## config.mk

```make
export PLATFORM = sky130hd
export DESIGN_NAME = rr_req_gnt_arbiter
export DESIGN_NICKNAME = d
export VERILOG_FILES = /design/src/rtl/arb_pkg.sv /design/src/rtl/rr_req_gnt_arbiter_pick.sv /design/src/rtl/rr_req_gnt_arbiter.sv
export SDC_FILE = /design/constraint.sdc
export NUM_CORES = 1
export LEC_CHECK = 0
export CAP_MARGIN = 5
export CORE_AREA = 3 3 58 49
export CTS_BUF_LIST = sky130_fd_sc_hd__clkbuf_8
export CTS_CLUSTER_SIZE = 30
export DETAILED_ROUTE_END_ITERATION = 10
export DIE_AREA = 0 0 61 52
export DONT_BUFFER_PORTS = 1
export GPL_ROUTABILITY_DRIVEN = 1
export PLACE_DENSITY = 0.76
export RECOVER_POWER = 100
export SLEW_MARGIN = 30
export SYNTH_ARGS = -nofsm -noshare
export SYNTH_HDL_FRONTEND = slang
export SYNTH_SLANG_ARGS = --single-unit
```

## constraint.sdc

```tcl
create_clock -name clk -period 2.7 [get_ports clk]
set_input_delay 0.135 -clock clk [delete_from_list [all_inputs] [get_ports clk]]
set_output_delay 0.135 -clock clk [all_outputs]
set_load 0.02 [all_outputs]
```

## src/rtl/arb_pkg.sv

```systemverilog
// Shared constants and sizing helpers for the round-robin request/grant arbiter.
package arb_pkg;

  localparam int unsigned N_DEF   = 4;
  localparam int unsigned IDW_DEF = $clog2(N_DEF);

  // Longest legal request-to-grant latency in cycles.
  function automatic int unsigned wait_max(input int unsigned n);
    return n + 1;
  endfunction

  // Wide enough to hold wait_max+1, so an overrun stays visible at saturation.
  function automatic int unsigned wait_cnt_w(input int unsigned n);
    return $clog2(n + 3);
  endfunction

  localparam int unsigned WAIT_MAX = wait_max(N_DEF);
  localparam int unsigned WAIT_CW  = wait_cnt_w(N_DEF);

endpackage

```

## src/rtl/rr_req_gnt_arbiter_pick.sv

```systemverilog
// Round-robin pick: rotate pend so ptr lands at bit 0, take the lowest set bit, rotate back.
module rr_pick #(
  parameter int unsigned N   = 4,
  parameter int unsigned IDW = $clog2(N)
) (
  input  logic [N-1:0]   pend,
  input  logic [IDW-1:0] ptr,
  output logic [N-1:0]   pick,
  output logic [IDW-1:0] pick_id
);

  logic [N-1:0]   rot;
  logic [IDW-1:0] off;
  logic           found;

  always_comb begin
    rot   = '0;
    off   = '0;
    found = 1'b0;
    for (int unsigned k = 0; k < N; k++) begin
      rot[k] = pend[IDW'(k) + ptr];
    end
    for (int unsigned k = 0; k < N; k++) begin
      if (!found && rot[k]) begin
        found = 1'b1;
        off   = IDW'(k);
      end
    end
    pick    = '0;
    pick_id = '0;
    // N is a power of two, so the IDW-bit add wraps modulo N for free.
    if (found) begin
      pick_id       = off + ptr;
      pick[pick_id] = 1'b1;
    end
  end

endmodule

```

## src/rtl/rr_req_gnt_arbiter.sv

```systemverilog
// Round-robin arbiter: level req in, one-cycle registered one-hot gnt out, sticky latency monitor.
module rr_req_gnt_arbiter
  import arb_pkg::*;
#(
  parameter int unsigned N   = N_DEF,
  parameter int unsigned IDW = $clog2(N)
) (
  input  logic           clk,
  input  logic           rst,
  input  logic [N-1:0]   req,
  output logic [N-1:0]   gnt,
  output logic           gnt_vld,
  output logic [IDW-1:0] gnt_id,
  output logic           lat_err
);

  localparam int unsigned WMAX = wait_max(N);
  localparam int unsigned CW   = wait_cnt_w(N);

  logic [N-1:0]   pend_q, pend_d;
  logic [IDW-1:0] ptr_q, ptr_d;
  logic [N-1:0]   gnt_q;
  logic           gnt_vld_q;
  logic [IDW-1:0] gnt_id_q;
  logic           lat_err_q, lat_err_d;
  logic [CW-1:0]  cnt_q [N];
  logic [CW-1:0]  cnt_d [N];

  logic [N-1:0]   pick;
  logic [IDW-1:0] pick_id;

  rr_pick #(
    .N   (N),
    .IDW (IDW)
  ) u_pick (
    .pend    (pend_q),
    .ptr     (ptr_q),
    .pick    (pick),
    .pick_id (pick_id)
  );

  always_comb begin
    // Masking with gnt_q stops the request still held on its grant edge being re-captured.
    pend_d = req & ~pick & ~gnt_q;
    ptr_d  = ptr_q;
    if (|pick) begin
      ptr_d = pick_id + IDW'(1);
    end
    lat_err_d = lat_err_q;
    for (int unsigned i = 0; i < N; i++) begin
      if (!req[i] || gnt_q[i]) begin
        cnt_d[i] = '0;
      end else if (cnt_q[i] != '1) begin
        cnt_d[i] = cnt_q[i] + CW'(1);
      end else begin
        cnt_d[i] = cnt_q[i];
      end
      if (cnt_q[i] > CW'(WMAX)) begin
        lat_err_d = 1'b1;
      end
    end
  end

  always_ff @(posedge clk) begin
    if (rst) begin
      pend_q    <= '0;
      ptr_q     <= '0;
      gnt_q     <= '0;
      gnt_vld_q <= 1'b0;
      gnt_id_q  <= '0;
      lat_err_q <= 1'b0;
      for (int unsigned i = 0; i < N; i++) begin
        cnt_q[i] <= '0;
      end
    end else begin
      pend_q    <= pend_d;
      ptr_q     <= ptr_d;
      gnt_q     <= pick;
      gnt_vld_q <= |pick;
      gnt_id_q  <= pick_id;
      lat_err_q <= lat_err_d;
      for (int unsigned i = 0; i < N; i++) begin
        cnt_q[i] <= cnt_d[i];
      end
    end
  end

  assign gnt     = gnt_q;
  assign gnt_vld = gnt_vld_q;
  assign gnt_id  = gnt_id_q;
  assign lat_err = lat_err_q;

endmodule

```

# Word-level counts from Yosys, hierarchy flattened
# Memory sizes are Yosys's and may differ from the RTL's.
# Index checks and enable logic that the tools add are counted.
# word_totals
register_bits	14
latch_bits	0
mem_bits_rw	12
mem_bits_ro	0
in_bits	6
out_inout_bits	8
wordCells	93
mem_count	1
# classes
add_sub_neg	9
n_mul	0
div	0
order_cmp	10
eq_ne	4
n_shift	0
n_mux	38
bitwise_logic	8
reduce_logical	17
# memory_table
name	depth	width	rd	rd_clocked_by_memory_dff	wr	line	rtl
cnt_q	4	3	4	0	4	rr_req_gnt_arbiter.sv:26	logic [CW-1:0] cnt_q [N];
# ops
op	count
$mux W3	12
$mux W1	17
$lt A2 B3 Y1 const B	5
$add A3 B1 Y3 const B	4
$gt A3 B3 Y1 const B	4
$ne A3 B3 Y1 const B	4
$and A4 B4 Y4	2
$bmux W1 S2	4
$not A4 Y4	2
$logic_not A1 Y1	7
$mux W2	3
$add A2 B2 Y2 const A	2
$logic_and A1 B1 Y1	4
$logic_or A1 B1 Y1	4
$mux W4	1
$or A1 B1 Y1	4
$reduce_bool A4 Y1	1
$reduce_or A4 Y1	1
$add A1 B2 Y2 const A	1
$add A2 B1 Y2 const B	1
$add A2 B2 Y2	1
$demux W1 S2	1
$ge A2 B1 Y1 const B	1

# Depth between registers and ports, before layout
# logic_depth
depth_word	21
ltp_mapped	12
ltp_nobuf	10

# Cells and area by module
# From an unflattened synthesis, not the netlist that was laid out.
# hier_totals
cells_unflattened	132
hier_area_um2	1265.0
# by_module_without_submodules
mod	n_inst	cells_each	area_each_um2	seq_area_each_um2
rr_req_gnt_arbiter	1	91	972.2	520.5
rr_pick	1	41	292.8	0.0

# Worst setup path after synthesis
# Ideal clock, no wire load.
# synth_timing
path_kind	register -> register
start	register ptr_q[0]
end	register ptr_q[1]
setup_time_ns	0.121
t_arrival_ns	2.257
required_ns	2.579
setup_slack_ns	0.322
stages_incl_launch_ff	10
path_buffers	2
synth_period_minus_slack_ns	2.378
cell_sequence	dfxtp_1 -> buf_2 -> or4_1 -> o2111ai_1 -> ha_1 -> buf_1 -> nor3b_1 -> o221a_1 -> a21o_1 -> mux2_4
# synth_between
elab_chain_cells	19
elab_cells_between_ends	34
classes_between	add/sub: 5; order compare: 2; mux: 19; reduce/logical: 8
# synth_lines
item	line	rtl
start: declaration	rr_req_gnt_arbiter.sv:21	logic [IDW-1:0] ptr_q, ptr_d;
start signal: assignment	rr_req_gnt_arbiter.sv:77	ptr_q <= ptr_d;
parallel branches: the longest is 19 deep, another holds $add A1 B2 Y2	--	
# Parallel ways; which one is timed is not known. The select of a mux whose other input is x is not followed.
# A chain may end at the register's enable or synchronous reset.

# Worst setup path in the final report
# layout_timing
start	register pend_q[0]
end	register ptr_q[1]
# layout_between
elab_chain_cells	19
elab_cells_between_ends	31
classes_between	add/sub: 2; order compare: 2; mux: 19; reduce/logical: 8
# layout_lines
item	line	rtl
start: declaration	rr_req_gnt_arbiter.sv:20	logic [N-1:0] pend_q, pend_d;
start signal: assignment	rr_req_gnt_arbiter.sv:76	pend_q <= pend_d;
$bmux W1 S2	rr_req_gnt_arbiter_pick.sv:21	rot[k] = pend[IDW'(k) + ptr];
$mux W1 (implied by the code)	rr_req_gnt_arbiter_pick.sv:21	
$mux W1	rr_req_gnt_arbiter_pick.sv:24	if (!found && rot[k]) begin
$logic_not A1 Y1	rr_req_gnt_arbiter_pick.sv:24	
$logic_and A1 B1 Y1	rr_req_gnt_arbiter_pick.sv:24	
$mux W1	rr_req_gnt_arbiter_pick.sv:24	
$logic_not A1 Y1	rr_req_gnt_arbiter_pick.sv:24	
$logic_and A1 B1 Y1	rr_req_gnt_arbiter_pick.sv:24	
[... 3 more ...]	--	
$mux W2	rr_req_gnt_arbiter_pick.sv:24	
$add A2 B2 Y2	rr_req_gnt_arbiter_pick.sv:33	pick_id = off + ptr;
$lt A2 B3 Y1 (implied by the code) or $ge A2 B1 Y1 (tied branches)	rr_req_gnt_arbiter_pick.sv:34	pick[pick_id] = 1'b1;
$logic_and A1 B1 Y1 (implied by the code)	rr_req_gnt_arbiter_pick.sv:34	
$mux W1 (implied by the code)	rr_req_gnt_arbiter_pick.sv:34	
$demux W1 S2	--	
$mux W4	rr_req_gnt_arbiter_pick.sv:32	if (found) begin
$reduce_or A4 Y1	rr_req_gnt_arbiter.sv:46	if (|pick) begin
# Several ways; a longest one is shown, not always the timed one. The select of a mux whose other input is x is not followed.

==> results.json <==
{
  "drtPass1Iterations": 4,
  "leakage_nw": 0.536,
  "pwr-share-clk": 0.152,
  "grt_pass1_vias": 832,
  "start_kind": "register",
  "grt.total_usage": 0.160,
  "max_slew_margin": 0.103,
  "m1WireLength_um": 1070,
  "skew_ns": 0.00492,
  "diodes": 0,
  "power.density_nw_per_um2": 1070,
  "worst_slew_pin_slew_ns": 1.33,
  "synthTopCellsByArea": "dfxtp_1, ha_1, nor2_1",
  "numCtsBuffers": 3,
  "wl_per_cell_um": 14.2,
  "clk_pin_slew_ns": 0.08,
  "dieArea_sq_um": 3170,
  "grt_max_degree": 14,
  "rsz0062_at_grt": "false",
  "syn_area_sq_um": 1260,
  "die-height_um": 52,
  "postSynthAreaPerCell_sq_um": 9.33,
  "synth-seq-cells": 26,
  "drive_above_1_share": 0.0455,
  "ios": 14,
  "synth_fp_nets": 152,
  "layout_common_cells": "nor2_1, dfxtp_1, ha_1",
  "antenna_found_initial": 0,
  "drtAntennaViolNets": 0,
  "tritoncts": "done",
  "vias": 903,
  "end_kind": "register",
  "internal-power_mw": 0.807,
  "wirelength_um": 2250,
  "fmax_mhz": 403,
  "post-route-min-period_ns": 2.48,
  "drc": 0,
  "ir_drop_mv": 0.591,
  "dp.final_hpwl_um": 1600,
  "switching_share": 0.412,
  "status": "complete, no violations",
  "tns_ns": 0,
  "htree_levels": 1,
  "critPathArrivalTime_ns": 2.64,
  "cts_setup_buffers": 0,
  "p_sw_mw": 0.566,
  "ctsRootBufferMaster": "clkbuf_8",
  "cts_sinks": 26,
  "finalSetupViolCount": 0,
  "layout_commonest_cell": "nor2_1",
  "required_ns": 2.86,
  "start_util": 0.529,
  "seqPwrFrac": 0.440,
  "final_nets": 151,
  "overflow": 0,
  "dr_wl_met3_um": 190,
  "rows": 16,
  "wl_met2_um": 992,
  "cap_violations": 0,
  "utilization": 0.540,
  "synth_top_cell_by_area": "dfxtp_1",
  "gp_congestion": 0.769,
  "hp-class": "input pin to register",
  "cts_hold_buffers": 1,
  "combPwrFrac": 0.409,
  "yosysTopAreaCellShare": 0.413,
  "port_buffers": 0,
  "avgViaCountPerCell": 5.68,
  "hold_viol_final": 0,
  "cp_max_fo": 10,
  "highest_layer": "met3",
  "insertion_delay_ns": 0.26,
  "period_share": 0.920,
  "fin_ws_ns": 0.216,
  "post_cts_resized": 0,
  "preCtsSetupSlack_ns": 0.311,
  "syn_inst": 135,
  "report.final.slew_viol_count": 0,
  "drtIter0Drc": 39,
  "cts_max_path_buffers": 2,
  "yosysSeqAreaShare": 0.413,
  "synth_cell_types": 34,
  "synthToLayoutAreaGrowth_pct": 2.18,
  "yosys_warnings": 0,
  "die_w_um": 61,
  "path_class": "register to register",
  "core_sq_um": 2380,
  "grt_pass1_wl_um": 3760
}
routing by layer:
| layer | track usage | vias up |
|---|---|---|
| met5 | 0 | - |
| li1 | - | 460 |
| met1 | 0.208 | 410 |
| met2 | 0.258 | 33 |
| met3 | 0.0670 | 0 |
| met4 | 0.0144 | 0 |
path summary, 6_finish.rpt:
kind         cells past startpoint  slack [ns]                        to                      from
min                              2        0.09      pend_q[2]$_SDFF_PP0_                    req[2]
max reg2reg                      5        0.22     ptr_q[1]$_SDFFE_PP0P_      pend_q[0]$_SDFF_PP0_
min reg2reg                      2        0.54  cnt_q[1][0]$_SDFFE_PP0P_  cnt_q[1][0]$_SDFFE_PP0P_
max                              5        0.22     ptr_q[1]$_SDFFE_PP0P_      pend_q[0]$_SDFF_PP0_
cells by family (layout without fill, tap and decap cells):
group                      Yosys count  count (layout)  synth area share
buffers and inverters               11               8            0.0427
muxes                                7               7            0.0596
xor gates and xnor gates             8               8            0.0556
AOI/OAI and AO/OA                   19              19            0.0973
DFF                                 26              26             0.413
adders and majority gates           11              11             0.109
and+or+nand+nor                     53              53             0.222
registers in the layout (all words and copies together) (netlist names):
register  cells
cnt_q        12
gnt           4
gnt_id        2
gnt_vld       1
lat_err       1
pend_q        4
ptr_q         2
cells in the mapped netlist:
master     number
nor4_4          1
or4_1           1
nor2_1         27
buf_2           4
nor3b_1         2
clkbuf_1        1
o211ai_1        3
a221oi_1        1
o21ai_1         1
nor3_1          5
o2111ai_1       1
or3b_2          3
xor2_1          5
nor4b_1         1
o221a_1         1
mux2_4          1
ha_1           11
mux2i_1         6
a31oi_1         1
dfxtp_1        26
and3b_1         1
nor2b_1         2
nand2_1         4
a21oi_1         8
buf_6           1
and2b_1         1
a21o_1          1
nor4_1          3
buf_1           1
nand2b_1        2
xnor2_1         3
o21bai_1        1
o21ai_0         1
inv_1           4
cell type report:
type                            instances  area, sq um
Multi-Input combinational cell         98          667
Sequential cell                        26          520
Inverter                                4         15.0
Tap cell                               27         33.8
Timing Repair Buffer                    1         10.0
Clock buffer                            3         41.3
Fill cell                             213         1090
power groups by stage:
stage               sequential, mW  combinational [mW]  clock [mW]
floorplan                    0.548               0.563           0
global placement             0.615               0.569           0
detailed placement           0.619               0.582           0
CTS                          0.612               0.586       0.215
global route                 0.620               0.624       0.234
finish                       0.603               0.561       0.208
critical path: stages, from the launching register on:
cell	delay [ns]
dfxtp_1	0.40
nor4_1	1.14
nor3b_1	0.10
o221a_1	0.27
a21o_1	0.16
mux2_1	0.30
metrics by stage:
step                      cell area (sq um)  hold WS (ns)  cells  total power, mW
after floorplan                        1260         0.318    135             1.11
after global placement                 1250         0.207    155             1.18
after detailed placement               1250         0.209    155             1.20
after CTS                              1310        0.0853    159             1.41
after global routing                   1290        0.0958    159             1.48
final                                  1290        0.0853    159             1.37
Power figures use the tool's default switching activity.
